<file path="config.mk">
export PLATFORM = sky130hd
export DESIGN_NAME = serial_tx_4_flat
export DESIGN_NICKNAME = d
export VERILOG_FILES = /design/src/rtl/serial_tx_4_if.sv /design/src/rtl/serial_tx_4.sv /design/src/flat_wrapper.sv
export SDC_FILE = /design/constraint.sdc
export NUM_CORES = 1
export LEC_CHECK = 0
export CELL_PAD_IN_SITES_DETAIL_PLACEMENT = 1
export CELL_PAD_IN_SITES_GLOBAL_PLACEMENT = 2
export CORE_UTILIZATION = 30
export CTS_BUF_LIST = sky130_fd_sc_hd__clkbuf_8
export DETAILED_ROUTE_END_ITERATION = 8
export PLACE_DENSITY_LB_ADDON = 0.1
export SETUP_SLACK_MARGIN = 0.3
export SKIP_CTS_REPAIR_TIMING = 1
export SYNTH_ARGS = -nofsm -noshare
export SYNTH_HDL_FRONTEND = slang
export SYNTH_SLANG_ARGS = --single-unit
</file>
<file path="constraint.sdc">
create_clock -name i_clk -period 2 [get_ports i_clk]
set_clock_uncertainty 0.2 [all_clocks]
set_input_delay 0.6 -clock i_clk [delete_from_list [all_inputs] [get_ports i_clk]]
set_output_delay 0.6 -clock i_clk [all_outputs]
set_load 0.02 [all_outputs]
</file>
<file path="src/rtl/serial_tx_4_if.sv">
// serial_tx_4_if -- handshake and serial-line bundle for serial_tx_4.
//
// Signals:
//   i_d      [3:0]  parallel word offered by the source
//   i_valid         source asserts that i_d holds a word to send
//   o_ready         transmitter idle; the word is taken when i_valid & o_ready
//   o_tx            serial line, idles high
//   o_busy          frame in progress (inverse of o_ready)
//
// Modports:
//   master  the word source / line observer (drives i_d, i_valid)
//   slave   the transmitter (drives o_ready, o_tx, o_busy)
interface serial_tx_4_if;
  logic [3:0] i_d;
  logic       i_valid;
  logic       o_ready;
  logic       o_tx;
  logic       o_busy;

  modport master (
    output i_d,
    output i_valid,
    input  o_ready,
    input  o_tx,
    input  o_busy
  );

  modport slave (
    input  i_d,
    input  i_valid,
    output o_ready,
    output o_tx,
    output o_busy
  );
endinterface

</file>
<file path="src/rtl/serial_tx_4.sv">
// serial_tx_4 -- 4-bit parallel-to-serial transmitter.
//
// Frame: one start bit (0), four data bits LSB first, optional even-parity
// bit, one stop bit (1). Every bit is held for CLKS_PER_BIT cycles.
//
// Ports:
//   i_clk     clock, all state changes on the rising edge
//   i_reset   synchronous active-high reset
//   bus       serial_tx_4_if.slave (i_d, i_valid, o_ready, o_tx, o_busy)
//
// Parameters:
//   CLKS_PER_BIT  cycles per serial bit, 1..255 (default 2)
//
// Configuration macro:
//   SERIAL_TX_PARITY_EN  when defined, a PARITY state carrying the XOR of
//                        the four captured bits sits between DATA and STOP.
module serial_tx_4 #(
  parameter int CLKS_PER_BIT = 2
) (
  input  logic         i_clk,
  input  logic         i_reset,
  serial_tx_4_if.slave bus
);

  typedef enum logic [2:0] {
    IDLE,
    START,
    DATA,
`ifdef SERIAL_TX_PARITY_EN
    PARITY,
`endif
    STOP
  } state_t;

  localparam logic [7:0] LAST_CNT = 8'(CLKS_PER_BIT - 1);

  state_t      state_q, state_d;
  logic [7:0]  clk_cnt_q, clk_cnt_d;
  logic [1:0]  bit_cnt_q, bit_cnt_d;
  logic [3:0]  shift_q, shift_d;
  logic        tx_q, tx_d;
  logic        ready_q, ready_d;
  logic        busy_q, busy_d;
  logic        bit_done;

  // The outputs are registered from the next-state values, so the line level
  // a state produces appears in the same cycle the state register holds it;
  // this puts the first start-bit cycle directly after the accept edge.
  always_ff @(posedge i_clk) begin
    if (i_reset) begin
      state_q   <= IDLE;
      clk_cnt_q <= 8'd0;
      bit_cnt_q <= 2'd0;
      shift_q   <= 4'd0;
      tx_q      <= 1'b1;
      ready_q   <= 1'b1;
      busy_q    <= 1'b0;
    end else begin
      state_q   <= state_d;
      clk_cnt_q <= clk_cnt_d;
      bit_cnt_q <= bit_cnt_d;
      shift_q   <= shift_d;
      tx_q      <= tx_d;
      ready_q   <= ready_d;
      busy_q    <= busy_d;
    end
  end

  // Next-state and next-output logic. Each non-idle state holds its line
  // level until the per-bit counter reaches its last count, then loads the
  // level of the following bit. The bit counter indexes the captured word
  // directly, so the word is never shifted.
  always_comb begin
    state_d   = state_q;
    clk_cnt_d = clk_cnt_q;
    bit_cnt_d = bit_cnt_q;
    shift_d   = shift_q;
    tx_d      = tx_q;
    bit_done  = (clk_cnt_q == LAST_CNT);

    case (state_q)
      IDLE: begin
        clk_cnt_d = 8'd0;
        bit_cnt_d = 2'd0;
        tx_d      = 1'b1;
        if (bus.i_valid) begin
          shift_d = bus.i_d;
          state_d = START;
          tx_d    = 1'b0;
        end
      end

      START: begin
        if (bit_done) begin
          clk_cnt_d = 8'd0;
          bit_cnt_d = 2'd0;
          state_d   = DATA;
          tx_d      = shift_q[0];
        end else begin
          clk_cnt_d = clk_cnt_q + 8'd1;
        end
      end

      DATA: begin
        if (bit_done) begin
          clk_cnt_d = 8'd0;
          if (bit_cnt_q == 2'd3) begin
`ifdef SERIAL_TX_PARITY_EN
            state_d = PARITY;
            tx_d    = ^shift_q;
`else
            state_d = STOP;
            tx_d    = 1'b1;
`endif
          end else begin
            bit_cnt_d = bit_cnt_q + 2'd1;
            tx_d      = shift_q[bit_cnt_d];
          end
        end else begin
          clk_cnt_d = clk_cnt_q + 8'd1;
        end
      end

`ifdef SERIAL_TX_PARITY_EN
      PARITY: begin
        if (bit_done) begin
          clk_cnt_d = 8'd0;
          state_d   = STOP;
          tx_d      = 1'b1;
        end else begin
          clk_cnt_d = clk_cnt_q + 8'd1;
        end
      end
`endif

      STOP: begin
        if (bit_done) begin
          clk_cnt_d = 8'd0;
          state_d   = IDLE;
        end else begin
          clk_cnt_d = clk_cnt_q + 8'd1;
        end
        tx_d = 1'b1;
      end

      default: begin
        state_d   = IDLE;
        clk_cnt_d = 8'd0;
        bit_cnt_d = 2'd0;
        tx_d      = 1'b1;
      end
    endcase

    ready_d = (state_d == IDLE);
    busy_d  = !ready_d;
  end

  assign bus.o_tx    = tx_q;
  assign bus.o_ready = ready_q;
  assign bus.o_busy  = busy_q;

endmodule

</file>
<file path="src/flat_wrapper.sv">
// flat-port wrapper written by rule: the top's interface ports become plain ports
module serial_tx_4_flat 
#(
  parameter int CLKS_PER_BIT = 2
)
  (i_clk, i_reset, bus_i_d, bus_i_valid, bus_o_ready, bus_o_tx, bus_o_busy);
  serial_tx_4_if bus_i ();
  input  logic i_clk;
  input  logic i_reset;
  input wire logic [$bits(bus_i.i_d)-1:0] bus_i_d;
  input wire logic [$bits(bus_i.i_valid)-1:0] bus_i_valid;
  output wire logic [$bits(bus_i.o_ready)-1:0] bus_o_ready;
  output wire logic [$bits(bus_i.o_tx)-1:0] bus_o_tx;
  output wire logic [$bits(bus_i.o_busy)-1:0] bus_o_busy;
  assign bus_i.i_d = bus_i_d;
  assign bus_i.i_valid = bus_i_valid;
  assign bus_o_ready = bus_i.o_ready;
  assign bus_o_tx = bus_i.o_tx;
  assign bus_o_busy = bus_i.o_busy;
  serial_tx_4 #(.CLKS_PER_BIT(CLKS_PER_BIT)) u_core (.i_clk(i_clk), .i_reset(i_reset), .bus(bus_i));
endmodule
</file>
==> results.yml <==
synthesis:
  ys_ff_latch: 20
  synthFlopType: "dfxtp_1"
  muxShareOfSynthArea_pct: 7.49
  synth.area.top_cells: "dfxtp_1, mux2i_1, nor2_1"
  synth_compound_area_share_pct: 16.7
  synth_adder_area_share_pct: 3.88
  synth_xor_area_share_pct: 3.62
  syn_avg_cell_area_um2: 9.49
  synth_top_area_share_pct: 41.3
  syn_inst: 102
  synth_cell_types: 38
  syn-num-nets: 112
  seq_area_frac_synth_pct: 41.3
  yosysWarnings: 0
  synth_top_family_by_area: "simple AND/OR/NAND/NOR gates"
  synth-simple-area-share_pct: 24.2
  syn_area_um2: 968
  yosys.area.top_type: "dfxtp_1"
  postSynth.asyncResetShare_pct: 0
  synth_edf_count: 0
floorplan:
  die_area_um2: 3460
  ios: 10
  die_h_um: 58.8
  core.rowCount: 20
  core_um2: 3050
  die_w_um: 58.8
  start_util_pct: 31.7
pwr:
  p_comb_share_pct: 8.8
  swShare_pct: 22.5
  power_frac_clock_pct: 39.2
  p_leak_nw: 0.493
  ir_drop_uv: 246
  p_switching_w: 0.000181
  internal_power_w: 0.000623
  powerDensity_nw_per_um2: 626
  p_seq_share_pct: 52.1
critical_path:
  criticalPathCategory: "reg -> reg"
  cp.arrival_ns: 1.86
  worstPathRequired_ns: 1.99
  rrSetupSlack_ns: 0.13
  startpoint_type: "flop"
  end_kind: "flop"
  worstPathMaxFanout: 5
job:
  maxCapViolCount: 0
cells_and_area:
  final_cell_mix: "dfxtp_1, nor2_1, buf_4, o21ai_0, dlymetal6s2s_1"
  antennaDiodeCount: 0
  nets: 132
  synthToLayoutAreaGrowth_pct: 32.4
  fin_area_um2: 1280
  final_layout_size_suffix_gt1_share_pct: 26.4
  final_common_cell: "dfxtp_1"
  fin_cells: 165
  finalCoreUtilization_pct: 42.0
outcome:
  outcome: "finished, final reports clean"
global_routing:
  grt_overflow: 0
  grt_max_degree: 16
  top_usage_layer: "met2"
  use_met1_pct: 21.0
  grt_use_total_pct: 16.0
  grt_pass1_vias: 863
  met2_usage_pct: 24.8
  antenna_found_initial: 0
  grt_pass1_wl_um: 4070
  grtUsageMet3_pct: 2.64
route:
  antenna_left: 0
  dr.first_iter.drc_count: 7
  vias: 851
  routed_wl_um: 2360
  drc: 0
  vias_per_cell: 5.16
  wl_per_cell_um: 14.3
  firstDrtPassIters: 4
clock_network:
  numCtsBuffers: 3
  cts.htree.levels: 1
  clk_pin_slew_worst_paths_ns: 0.07
  cts_root_buffer: "clkbuf_8"
  clock-sinks: 20
  cts_buffer_depth: 2
  cts_tree: "built"
  insertion_delay_ns: 0.26
timing:
  fmax_mhz: 535
  worst_pin_slew_ns: 0.542
  setup_viol: 0
  holdWs_ns: 0.258
  timing_hold_violations_final: 0
  relSlewSlack_pct: 63.8
  slew_viol_final: 0
  rsz0062_at_grt: "yes"
  finalCritPeriodShare_pct: 93.4
  period_needed_ns: 1.87
place:
  dpl_cell_area_um2: 1190
  gp_congestion: 0.699
  post-dp-hpwl_um: 1750
  io_buffers: 9
  dpl.cell_count: 161
worst_hold_path:
  hold_path_class: "reg -> reg"
==> worst max-delay path, cell delays in order (launching register included) <==
cell     delay (ns)
dfxtp_2        0.33
inv_2          0.06
ha_4           0.11
or4b_4         0.49
or4_1          0.48
a21oi_1        0.12
==> cell type report <==
type / count / area, um2
clock buffers: 4 / 55.1
repair buffers: 18 / 170
flip-flops and latches: 20 / 407
inverters: 2 / 7.51
fillers: 358 / 1770
multi-input cells: 77 / 588
well taps: 44 / 55.1
==> stage by stage <==
| step | total power (W) | setup TNS (ns) | setup slack (ns) |
|---|---|---|---|
| floorplan | 0.000459 | 0 | 0.209 |
| global placement | 0.000496 | -0.712 | -0.157 |
| detailed placement | 0.000497 | -1.15 | -0.251 |
| CTS | 0.000824 | -0.0396 | -0.0396 |
| global route | 0.000843 | 0 | 0.0762 |
| finish | 0.000803 | 0 | 0.133 |
==> metal layers <==
| layer | routed length (um) | vias up |
|---|---|---|
| met4 | 53 | 0 |
| li1 | - | 419 |
| met5 | 0 | - |
| met1 | 1110 | 413 |
| met2 | 1110 | 14 |
| met3 | 85 | 5 |
==> sequential cells by signal, indices dropped and copies added, names as in the netlist <==
register            count
u_core.shift_q          4
u_core.clk_cnt_q        8
u_core.bus.o_tx         1
u_core.state_q          3
u_core.bus.o_ready      1
u_core.bus.o_busy       1
u_core.bit_cnt_q        2
==> worst paths after layout <==
kind                                          start                  end  depth (start not counted)
worst max-delay path            u_core.clk_cnt_q[1]    u_core.state_q[1]                          5
worst min register to register  u_core.clk_cnt_q[0]  u_core.clk_cnt_q[0]                          1
worst min-delay path            u_core.clk_cnt_q[0]  u_core.clk_cnt_q[0]                          1
worst max register to register  u_core.clk_cnt_q[1]    u_core.state_q[1]                          5
==> synth_stat cells, types with 3 or more instances <==
cell type / count
a21oi_1: 5
or3_1: 4
nand3_1: 4
mux2i_1: 5
or2_2: 3
nor2_1: 11
nor2b_1: 3
dfxtp_1: 20
nand2_1: 3
ha_1: 3
xnor2_1: 3
o21ai_0: 5
==> power groups by stage <==
stage / Combinational (W) / Sequential (W) / Clock (W)
after floorplan: 0.0000320 / 0.000427 / 0
after global placement: 0.0000675 / 0.000428 / 0
after detailed placement: 0.0000691 / 0.000428 / 0
after CTS: 0.0000694 / 0.000419 / 0.000336
after global routing: 0.0000765 / 0.000420 / 0.000346
final: 0.0000703 / 0.000418 / 0.000315
==> kinds of logic after synthesis <==
group                      after synthesis
buffers and inverters                    5
DFF                                     20
muxes                                    6
adders and majority gates                3
and+or+nand+nor                         40
other                                    1
AOI/OAI and AO/OA                       23
xor gates and xnor gates                 4
Note: power is estimated with default switching activity, not from simulation.
